<file path="src/rtl/branch_seq.sv">
// Branch sequencer: resolves a branch, waits for the delay slot,
// then issues a PC redirect to fetch.
module branch_seq (
    input  logic        clk,
    input  logic        rst_n,
    input  logic        br_valid,
    output logic        br_ready,
    input  logic [3:0]  bf,
    input  logic        jmp,
    input  logic [31:0] br_target,
    input  logic        ops_ok,
    input  logic [31:0] opa,
    input  logic [31:0] opb,
    input  logic        ds_fetched,
    input  logic        flush,
    output logic        redirect_valid,
    output logic [31:0] redirect_pc,
    input  logic        redirect_ack,
    output logic        busy,
    output logic [15:0] taken_cnt,
    output logic [15:0] ntaken_cnt
);

    typedef enum logic [1:0] {
        IDLE,
        WAIT_OPS,
        WAIT_DS,
        REDIRECT
    } state_t;

    state_t      r_state;
    state_t      w_next;
    logic [3:0]  r_bf;
    logic        r_jmp;
    logic [31:0] r_target;
    logic        r_taken;
    logic        r_ds_seen;
    logic [15:0] r_taken_cnt;
    logic [15:0] r_ntaken_cnt;

    logic        w_hs;
    logic        w_eval;
    logic        w_cond;
    logic [3:0]  w_bf;
    logic        w_jmp;
    logic        w_ds_leave;
    logic        w_ds_set;

    function automatic logic f_cond(
        input logic [3:0]  f,
        input logic        j,
        input logic [31:0] a,
        input logic [31:0] b
    );
        logic lt;
        logic z;
        logic eq;
        lt = a[31];
        z  = (a == 32'd0);
        eq = (a == b);
        f_cond = 1'b0;
        if (j) begin
            f_cond = 1'b1;
        end else begin
            case (f[3:2])
                2'b00:   f_cond = f[1] & (f[0] ? !lt : lt);
                2'b10:   f_cond = f[1] ? !eq : eq;
                2'b11:   f_cond = f[1] ? !(lt | z) : (lt | z);
                default: f_cond = 1'b0;
            endcase
        end
    endfunction

    // flush masks the handshake so a flushed cycle never captures a branch
    assign br_ready       = (r_state == IDLE) && !flush;
    assign w_hs           = br_valid && br_ready;
    assign busy           = (r_state != IDLE);
    assign redirect_valid = (r_state == REDIRECT);
    assign redirect_pc    = redirect_valid ? r_target : 32'd0;
    assign taken_cnt      = r_taken_cnt;
    assign ntaken_cnt     = r_ntaken_cnt;

    // In IDLE the branch fields are still on the inputs, not yet captured
    assign w_bf   = (r_state == IDLE) ? bf  : r_bf;
    assign w_jmp  = (r_state == IDLE) ? jmp : r_jmp;
    assign w_cond = f_cond(w_bf, w_jmp, opa, opb);
    assign w_eval = !flush && ops_ok &&
                    ((r_state == IDLE && w_hs) || r_state == WAIT_OPS);

    assign w_ds_leave = (r_state == WAIT_DS) && (ds_fetched || r_ds_seen);
    assign w_ds_set   = ds_fetched &&
                        ((r_state == IDLE && w_hs) || r_state == WAIT_OPS);

    always_comb begin
        w_next = r_state;
        if (flush) begin
            w_next = IDLE;
        end else begin
            unique case (r_state)
                IDLE: begin
                    if (w_hs) w_next = ops_ok ? WAIT_DS : WAIT_OPS;
                end
                WAIT_OPS: begin
                    if (ops_ok) w_next = WAIT_DS;
                end
                WAIT_DS: begin
                    if (w_ds_leave) w_next = r_taken ? REDIRECT : IDLE;
                end
                REDIRECT: begin
                    if (redirect_ack) w_next = IDLE;
                end
            endcase
        end
    end

    always_ff @(posedge clk or negedge rst_n) begin
        if (!rst_n) begin
            r_state <= IDLE;
        end else begin
            r_state <= w_next;
        end
    end

    always_ff @(posedge clk or negedge rst_n) begin
        if (!rst_n) begin
            r_bf     <= 4'd0;
            r_jmp    <= 1'b0;
            r_target <= 32'd0;
            r_taken  <= 1'b0;
        end else begin
            if (w_hs) begin
                r_bf     <= bf;
                r_jmp    <= jmp;
                r_target <= br_target;
            end
            if (w_eval) r_taken <= w_cond;
        end
    end

    always_ff @(posedge clk or negedge rst_n) begin
        if (!rst_n) begin
            r_ds_seen <= 1'b0;
        end else if (flush || w_ds_leave) begin
            r_ds_seen <= 1'b0;
        end else if (w_ds_set) begin
            r_ds_seen <= 1'b1;
        end
    end

    always_ff @(posedge clk or negedge rst_n) begin
        if (!rst_n) begin
            r_taken_cnt  <= 16'd0;
            r_ntaken_cnt <= 16'd0;
        end else if (w_eval) begin
            if (w_cond) begin
                if (r_taken_cnt != 16'hFFFF)
                    r_taken_cnt <= r_taken_cnt + 16'd1;
            end else begin
                if (r_ntaken_cnt != 16'hFFFF)
                    r_ntaken_cnt <= r_ntaken_cnt + 16'd1;
            end
        end
    end

endmodule

</file>
<file path="config.mk">
export PLATFORM = sky130hd
export DESIGN_NAME = branch_seq
export DESIGN_NICKNAME = d
export VERILOG_FILES = /design/src/rtl/branch_seq.sv
export SDC_FILE = /design/constraint.sdc
export NUM_CORES = 1
export LEC_CHECK = 0
export CAP_MARGIN = 15
export CORE_MARGIN = 10
export CORE_UTILIZATION = 43
export DETAILED_ROUTE_END_ITERATION = 7
export PLACE_DENSITY = 0.79
export SYNTH_ARGS = -nofsm -noshare
export SYNTH_HDL_FRONTEND = slang
export SYNTH_SLANG_ARGS = --single-unit
</file>
<file path="constraint.sdc">
create_clock -name clk -period 2.7 [get_ports clk]
set_clock_uncertainty 0.05 [all_clocks]
set_input_delay 0.27 -clock clk [delete_from_list [all_inputs] [get_ports clk]]
set_output_delay 0.27 -clock clk [all_outputs]
set_load 0.01 [all_outputs]
</file>
==> qor.txt, run 1 <==
hold_buf cts - 0
Gate power share - 28.5%
final instance area - 0.00633 sq mm
Switching Fraction - 29.0%
Detail Placement HPWL - 10200 microns
Flop pwr share - 45.2%
ANT cells - 0
Crit path top cell by count - xor2_1
Overflow after GRT - 0
crit path max fanout - 14
Worst EP required - 2910 ps
highest metal used - met4
slowest stage delay, CP - 440 ps
RSZ-0062 raised after global routing - yes
CP Launch Type - input pin
hold slack - 1.07 ps
TritonCTS Sinks - 73
synth unique cells - 42
pre-CTS setup slack - -402 ps
wire per inst - 18.5 microns
minimum clock period - 2650 ps
relative slew slack - 38.3%
syn_nets - 484
highest attainable clock frequency - 377 MHz
Tcrit/Tclk final - 98.2%
Synth Warn # - 0
IO Port Bufs - 174
status - finished, final reports clean
vias in the first global route - 3821
worst slew pin tran - 925 ps
Routed met1 length - 4980 microns
Hold WC Path Type - input pin to asynchronous set/reset pin
sequential fraction of the synthesis area - 45.9%
R2R Setup Slk - 110 ps
Psw - 0.928 mW
area added between synthesis and finish - 59.3%
Gate Count Post-Synth - 374
#FFs+latches synth - 73
CTS Buffer Depth - 2
Syn Area/Cell - 10.6 sq um
Die X - 116 microns
CTS tree - yes
Max Slew Vio Count - 0
pin count of the biggest net entering global routing - 74
clock buffer count from CTS - 9
Placement Cell Area - 0.00606 sq mm
Post-Syn Area - 0.00398 sq mm
fillcell total - 708
first-pass GRT wire length - 19900 microns
Hold Violations, Final - 0
internal power - 2.27 mW
WP data arrival - 2860 ps
Root Buffer - clkbuf_8
Clk pwr share - 26.3%
CTS H-tree lvls - 3
area of the multi-input gates - 0.00213 sq mm
Clk pin slew, worst setup/hold paths - 80 ps
Post-synth EDFFs - 0
Post-synth top flop - dfrtp_1
slowest CP cell - clkdlybuf4s50_1
Routability Congestion - 0.873
number of DRC markers in iteration 0 - 131
Routed met2 length - 6670 microns
share of cells above drive strength 1 - 18.1%
floorplan core area - 0.00911 sq mm
critical path type - input pin to register
reg2reg end - taken_cnt[15]
total power - 3.20 mW
die area - 0.0135 sq mm
reg-to-reg startpoint - r_state[1]
Total Routed Length - 12800 microns
Max rail drop VDD - 383 uV
post-route antenna net violation count - 0
clock latency on the worst-skew pair - 340 ps
P_leak - 2.70 nW
GRT Total Usage - 18.7%
setup bufs post-CTS - 0
FFs w/ async S/R, synth - 100%
FF+latch area - 0.00183 sq mm
final worst slack - 48.5 ps
DRT Pass-1 Iters - 4
Layout Nets - 685
Vias/cell - 5.20
power density cells - 505 mW/mm^2
Met3 Wirelength - 1070 microns
DRC - 0
Max-Cap Viols - 0
final setup fails - 0
Vias - 3589
R2R depth - 11
critical path cell sequence - clkdlybuf4s50_1 -> buf_4 -> xor2_1 -> nor4_1 -> nand4_1 -> o21ai_1 -> or3b_4 -> a21oi_2 -> buf_12 -> and4bb_2 -> xor2_1
Starting Density - 43.7%
row cnt - 35
initial antenna violation count - 0
die height - 116 microns
I/O pin count - 175
crit path capture type - register
[cells in the mapped netlist (2+ instances only)]
cell type	n	area share, %
xor2_1	46	10
nor3_1	10	1.3
and2_1	4	0.63
xnor2_1	14	3.1
nor4_1	23	3.6
dfrtp_1	73	46
a21oi_1	3	0.38
a22oi_1	2	0.38
nor3b_1	2	0.38
inv_1	8	0.76
nand2_1	17	1.6
mux2_2	40	11
nand4_1	12	1.9
nand3_1	18	2.3
clkbuf_1	13	1.2
ha_1	2	0.63
nor2_1	16	1.5
mux2i_1	3	0.76
o21ai_0	6	0.76
and3_1	37	5.8
nor4b_1	3	0.66
buf_6	2	0.57
[power by group through the flow]
stage | clock, mW | sequential (mW) | combinational [mW]
finish | 0.841 | 1.45 | 0.913
global route | 0.916 | 1.48 | 0.995
CTS | 0.867 | 1.45 | 0.909
detailed placement | 0 | 1.46 | 0.904
global placement | 0 | 1.45 | 0.875
floorplan | 0 | 1.45 | 0.396
[worst max-delay path by stage]
stage                      to        from
2_1_floorplan  ntaken_cnt[14]  r_state[1]
3_3_place_gp     taken_cnt[1]     opa[26]
3_5_place_dp   ntaken_cnt[13]     opa[17]
4_1_cts        ntaken_cnt[13]     opa[12]
5_1_grt         taken_cnt[12]     opa[11]
6_report        taken_cnt[15]     opa[11]
[layout make-up]
type | count | area share [%]
clock buffers | 10 | 2.17
clock inverters | 5 | 0.889
inverters | 8 | 0.474
multi-input cells | 277 | 33.6
flip-flops and latches | 73 | 28.8
well taps | 111 | 2.19
repair buffers | 206 | 31.8
[registers in the layout, indices dropped and copies added, names as in the netlist]
name and flops:
r_target 32, ntaken_cnt 16, taken_cnt 16, r_bf 4
r_state 2, r_ds_seen 1, r_jmp 1, r_taken 1
[cell families (layout without fill, tap and decap cells)]
group	Yosys count	in the layout	share of synthesized area, %
compound gates	20	20	3.24
xor+xnor	60	60	13.2
fa+ha+maj	2	2	0.629
buf+inv	24	229	2.64
flops	73	73	45.9
mux	44	44	12.5
simple gates	151	151	21.9
[what timing repair did]
item,in CTS,in global routing
pin swaps,0,3
gates resized for setup,1,13
endpoints found under the setup margin,2,26
[critical path, delay by kind of cell]
family / cells / cell delay (ps)
and+or+nand+nor: 4 / 1160
xor gates and xnor gates: 2 / 300
buffers and inverters: 3 / 750
AOI/OAI and AO/OA: 2 / 370
[per-layer routing]
metal / vias up / global-route usage (%)
met5: - / 0
met3: 4 / 8.37
met1: 1745 / 20.9
li1: 1748 / -
met2: 92 / 33.0
met4: 0 / 2.25
[placed cells by master, fill, tap and decap left out, types with 12 or more instances in the layout]
master           Yosys  layout
nor2_1              16      16
mux2_2              40      40
clkdlybuf4s50_1      0     173
nand4_1             12      12
xor2_1              46      46
xnor2_1             14      14
nand2_1             17      17
nor4_1              23      14
nand3_1             18      18
dfrtp_1             73      73
and3_1              37      37
buf_4                0      30
[through the flow]
step | util [%] | setup TNS [ps] | cells
CTS | 68.7 | 0 | 690
detailed placement | 66.5 | -8330 | 675
finish | 69.5 | 0 | 690
floorplan | - | 0 | 374
global placement | 66.5 | -7960 | 675
global route | 69.5 | -104 | 690
Power figures use the tool's default switching activity.
==> run 2, diff against run 1 <==
--- a/config.mk
+++ b/config.mk
@@ -5,8 +5,7 @@
 export SDC_FILE = /design/constraint.sdc
 export NUM_CORES = 1
 export LEC_CHECK = 0
-export CAP_MARGIN = 15
-export CORE_MARGIN = 10
+export CAP_MARGIN = 20
 export CORE_UTILIZATION = 43
 export DETAILED_ROUTE_END_ITERATION = 7
 export PLACE_DENSITY = 0.79
==> run 2 against run 1 <==
Effect of this change:
- the flow now finishes with violations (DRC, hold timing)
- first-iteration DRC count is 15% lower
- critical endpoint is now ntaken_cnt[14]
- count of clock-buffer cells in the layout grew 1
- sequential power about the same
- via count up 0.31%
- critical path type unchanged
- sequential cell count did not move
==> qor.txt, run 2 (synthesis results as in run 1) <==
CP Launch Type - input pin
TritonCTS Sinks - 73 (unchanged)
hold_buf cts - 0 (unchanged)
die height - 98.2 microns (-15%)
Detail Placement HPWL - 8200 microns (-20%)
GRT Total Usage - 23.0% (+4.3 points)
highest attainable clock frequency - 389 MHz (+3.2%)
Worst EP required - 2870 ps (-40 ps)
Root Buffer - clkbuf_8
wire per inst - 16.0 microns (-13%)
area added between synthesis and finish - 55.2%
commonest cells after routing, fill and taps aside - clkdlybuf4s50_1, dfrtp_1, xor2_1, mux2_2, and3_1
Starting Density - 44.9% (+1.3 points)
Tcrit/Tclk final - 95.2% (-3.0 points)
final worst slack - 131 ps (+82.1 ps)
crit path max fanout - 4 (-10)
total negative setup slack - 0 ps (unchanged)
Layout Nets - 670 (-2.2%)
commonest non-fill, non-tap cell in the layout - clkdlybuf4s50_1
crit path capture type - register
relative slew slack - 39.2% (+0.86 points)
post-route antenna net violation count - 0 (unchanged)
Die X - 98.2 microns (-15%)
pre-CTS setup slack - -352 ps (+50.6 ps)
Switching Fraction - 30.0% (+1.0 points)
ANT cells - 0 (unchanged)
first-pass GRT wire length - 17700 microns (-11%)
I/O pin count - 175 (unchanged)
critical path type - input pin to register
status - complete, but fails checks
P_leak - 2.61 nW (-3.3%)
Max Slew Vio Count - 0 (unchanged)
Clk pin slew, worst setup/hold paths - 80 ps (about the same)
Total Routed Length - 10800 microns (-16%)
Clk pwr share - 26.2% (about the same)
hold slack - -3.83 ps (-4.90 ps)
CTS H-tree lvls - 3 (unchanged)
Overflow after GRT - 0 (unchanged)
CTS tree - yes
initial antenna violation count - 0 (unchanged)
minimum clock period - 2570 ps (-82.1 ps)
floorplan core area - 0.00885 sq mm (-2.9%)
failing checks - DRC, hold timing
Biggest register - r_target
clock latency on the worst-skew pair - 340 ps (about the same)
setup bufs post-CTS - 0 (unchanged)
vias in the first global route - 3660 (-4.2%)
final core utilization - 69.8% (+0.22 points)
die area - 0.00964 sq mm (-29%)
Max rail drop VDD - 295 uV (-23%)
Hold Violations, Final - 3 (+3)
row cnt - 34 (-2.9%)
share of cells above drive strength 1 - 15.8% (-2.4 points)
Flop pwr share - 46.2% (+1.0 points)
internal power - 2.19 mW (-3.8%)
max FFs per register - 32 (unchanged)
Psw - 0.937 mW (+0.97%)
Vias/cell - 5.35 (+2.8%)
DRT Pass-1 Iters - 6 (+2)
Vias - 3600 (+0.31%)
Routability Congestion - 0.835 (-4.3%)
R2R depth - 9 (-2)
number of DRC markers in iteration 0 - 111 (-15%)
DRC - 7 (+7)
Max-Cap Viols - 0 (unchanged)
pin count of the biggest net entering global routing - 74 (unchanged)
clock buffer count from CTS - 9 (unchanged)
IO Port Bufs - 174 (unchanged)
final setup fails - 0 (unchanged)
Hold WC Path Type - input pin to asynchronous set/reset pin
WP data arrival - 2740 ps (-120 ps)
Gate power share - 27.6% (-0.9 points)
CTS Buffer Depth - 2 (unchanged)
power density cells - 506 mW/mm^2 (+0.12%)
worst slew pin tran - 912 ps (-13.0 ps)
run 2: repair_timing:
action / 4_1_cts / 5_1_grt
hold endpoints to repair: 0 / 0
endpoints found under the setup margin: 1 / 17
gates resized for setup: 1 / 9
pin swaps: 0 / 3
run 2: stage by stage:
stage,power [mW],instance area (sq um),hold slack (ps),std cells
global route,3.30,6170,84.4,673
detailed placement,2.31,5930,417,657
CTS,3.13,6120,38.1,673
global placement,2.28,5930,413,657
floorplan,1.84,3980,-75.6,374
finish,3.12,6170,-3.83,673
run 2: worst paths after layout:
path,from,to,slack (ps)
setup / recovery,opa[25],ntaken_cnt[14],130
hold / removal,rst_n,r_target[21],-4
setup reg to reg,r_state[1],ntaken_cnt[14],210
hold reg to reg,taken_cnt[15],taken_cnt[15],450
max in group asynchronous,rst_n,r_bf[2],1990
min in group clk,taken_cnt[15],taken_cnt[15],450
run 2: per-layer routing:
metal	part of all wire [%]	global-route usage, %
met1	43	29.0
met2	48	37.3
met3	7.3	7.23
met4	1.7	8.15
met5	0	0
run 2: critical path, cell delays in order:
cell	delay (ps)
clkdlybuf4s50_1	450
nor4_2	370
nand4_1	190
o2111ai_1	240
o31ai_1	140
nor4_4	280
nand3_1	220
nor3_1	220
mux2_2	350
run 2: area by class of cell:
class | count | area (sq um)
multi-input combinational | 277 | 2100
tap | 108 | 135
sequential | 73 | 1830
clock buffer | 11 | 151
timing repair buffer | 191 | 1890
inverter | 8 | 30.0
fill | 678 | 2680
clock inverter | 5 | 37.5
run 2: power by group through the flow:
stage                     combinational (mW)  clock [mW]  sequential, mW
after floorplan                        0.396           0            1.45
after global placement                 0.834           0            1.45
after detailed placement               0.852           0            1.46
after CTS                              0.855       0.834            1.44
after global routing                   0.938       0.890            1.47
final                                  0.863       0.818            1.44
==> run 3, diff against run 2 <==
--- a/config.mk
+++ b/config.mk
@@ -9,6 +9,7 @@
 export CORE_UTILIZATION = 43
 export DETAILED_ROUTE_END_ITERATION = 7
 export PLACE_DENSITY = 0.79
+export SKIP_LAST_GASP = 1
 export SYNTH_ARGS = -nofsm -noshare
 export SYNTH_HDL_FRONTEND = slang
 export SYNTH_SLANG_ARGS = --single-unit
==> constraint.sdc (replaced) <==
create_clock -name clk -period 2.7 [get_ports clk]
set_clock_uncertainty 0.05 [all_clocks]
set_input_delay 0.27 -clock clk [delete_from_list [all_inputs] [get_ports clk]]
set_output_delay 0.27 -clock clk [all_outputs]
set_load 0.02 [all_outputs]
==> run 3 against run 2 <==
Effect of this change:
- the flow still finishes with violations (DRC, hold timing)
- combinational power up 5.9%
- clock power about the same
- register-to-register slack better by 40 ps
- core utilization down 0.16 points
- global-route usage unchanged
- power up 1.6%
- worst setup slack worse by 11 ps
- die area unchanged
- wire length down 0.22%
- sequential cell count unchanged
- largest cell class unchanged
- highest routed layer unchanged
==> qor.txt, run 3 (synthesis results as in run 1) <==
Routability Congestion - 0.835 (unchanged)
DRT Pass-1 Iters - 6 (unchanged)
area added between synthesis and finish - 54.9%
fillcell total - 677 (-0.15%)
die height - 98.2 microns (unchanged)
failing checks - DRC, hold timing
Die X - 98.2 microns (unchanged)
GRT Total Usage - 23.0% (unchanged)
vias in the first global route - 3660 (unchanged)
Max-Cap Viols - 0 (unchanged)
CP Launch Type - input pin
hold_buf cts - 0 (unchanged)
commonest non-fill, non-tap cell in the layout - clkdlybuf4s50_1
highest attainable clock frequency - 388 MHz (-0.41%)
RSZ-0062 raised after global routing - yes
relative slew slack - 39.2% (about the same)
commonest cells after routing, fill and taps aside - clkdlybuf4s50_1, dfrtp_1, xor2_1, mux2_2, and3_1
Max Slew Vio Count - 0 (unchanged)
Psw - 0.986 mW (+5.3%)
ANT cells - 0 (unchanged)
I/O pin count - 175 (unchanged)
Clk pin slew, worst setup/hold paths - 80 ps (about the same)
Starting Density - 44.9% (unchanged)
row cnt - 34 (unchanged)
Worst EP required - 2920 ps (+50 ps)
Placement Cell Area - 0.00593 sq mm (unchanged)
Switching Fraction - 31.1% (+1.1 points)
die area - 0.00964 sq mm (unchanged)
Total Routed Length - 10800 microns (-0.22%)
Clk pwr share - 25.7% (-0.5 points)
post-route antenna net violation count - 0 (unchanged)
status - complete, but fails checks
Gate power share - 28.8% (+1.2 points)
Hold Violations, Final - 3 (unchanged)
Biggest register - r_target
minimum clock period - 2580 ps (+10.6 ps)
initial antenna violation count - 0 (unchanged)
Vias - 3582 (-0.50%)
crit path capture type - register
crit path max fanout - 14 (+10)
IO Port Bufs - 174 (unchanged)
Detail Placement HPWL - 8200 microns (unchanged)
CTS Buffer Depth - 2 (unchanged)
wire per inst - 16.0 microns (-0.22%)
WP data arrival - 2800 ps (+60 ps)
Flop pwr share - 45.4% (-0.8 points)
critical path type - input pin to register
clock buffer count from CTS - 9 (unchanged)
Max rail drop VDD - 297 uV (+0.47%)
share of cells above drive strength 1 - 15.6% (-0.18 points)
TritonCTS Sinks - 73 (unchanged)
Tcrit/Tclk final - 95.6% (+0.39 points)
hold slack - -3.88 ps (-0.0491 ps)
Vias/cell - 5.32 (-0.50%)
pin count of the biggest net entering global routing - 74 (unchanged)
Hold WC Path Type - input pin to asynchronous set/reset pin
number of DRC markers in iteration 0 - 117 (+5.4%)
power density cells - 515 mW/mm^2 (+1.8%)
worst slew pin tran - 912 ps (-0.0112 ps)
total negative setup slack - 0 ps (unchanged)
CTS tree - yes
Root Buffer - clkbuf_8
P_leak - 2.61 nW (about the same)
final instance area - 0.00616 sq mm (-0.22%)
floorplan core area - 0.00885 sq mm (unchanged)
CTS H-tree lvls - 3 (unchanged)
final setup fails - 0 (unchanged)
first-pass GRT wire length - 17700 microns (unchanged)
internal power - 2.19 mW (about the same)
clock latency on the worst-skew pair - 340 ps (about the same)
Overflow after GRT - 0 (unchanged)
Layout Nets - 670 (unchanged)
max FFs per register - 32 (unchanged)
DRC - 7 (unchanged)
-- run 3: cell counts in the layout (fill, tap and decap cells not counted) --
Identical to the previous run, type by type.
-- run 3: path summary, 6_finish.rpt --
kind                               start            end  slack (ps)  cells after the start
max                              opa[25]  taken_cnt[15]         120                     10
min                                rst_n   r_target[21]          -4                      1
max reg2reg                   r_state[1]  taken_cnt[15]         250                     10
min reg2reg                taken_cnt[15]  taken_cnt[15]         450                      1
max in group asynchronous          rst_n        r_bf[2]        1990                      1
min in group clk           taken_cnt[15]  taken_cnt[15]         450                      1
-- run 3: cell type report --
type	count	area, sq um	share of cell area (%)
Multi-Input combinational cell	277	2090	33.9
Tap cell	108	135	2.19
Inverter	8	30.0	0.488
Sequential cell	73	1830	29.7
Clock inverter	5	37.5	0.610
Timing Repair Buffer	191	1890	30.7
Clock buffer	11	151	2.46
-- run 3: routing by layer --
metal / vias to the layer above / track usage (%) / wire [microns]
li1: 1722 / - / -
met1: 1722 / 29.0 / 4590
met2: 121 / 37.3 / 5180
met3: 17 / 7.23 / 802
met4: 0 / 8.15 / 185
met5: - / 0 / 0
-- run 3: power by group through the flow --
stage / registers [mW] / logic [mW] / clock network [mW]
2_1_floorplan: 1.49 / 0.406 / 0
5_1_grt: 1.47 / 0.989 / 0.890
3_3_place_gp: 1.45 / 0.889 / 0
3_5_place_dp: 1.46 / 0.906 / 0
6_report: 1.44 / 0.914 / 0.817
4_1_cts: 1.44 / 0.910 / 0.834
-- run 3: per-stage QoR --
step / std cells / worst slack, ps / power [mW] / utilization (%) / hold WS [ps]
after detailed placement: 657 / -352 / 2.37 / 67.0 / 417
after global placement: 657 / -276 / 2.34 / 67.0 / 413
after global routing: 673 / -75.0 / 3.35 / 69.6 / 84.4
final: 673 / 120 / 3.17 / 69.6 / -3.88
after CTS: 673 / 2.21 / 3.19 / 69.2 / 38.1
after floorplan: 374 / 150 / 1.90 / - / -75.6
-- run 3: critical path, cell delays in order --
cell and delay (ps):
clkdlybuf4s50_1 450, xor2_1 190, nor4_2 350, nand4_1 180, o21ai_0 180, or3b_4 430
a21oi_2 220, buf_12 160, and4bb_2 230, xor2_1 140
-- run 3: what timing repair did --
item                                    CTS  global route
buffers inserted                          0             0
gates resized for setup                   1             7
endpoints found under the setup margin    1            17
pin swaps                                 0             3
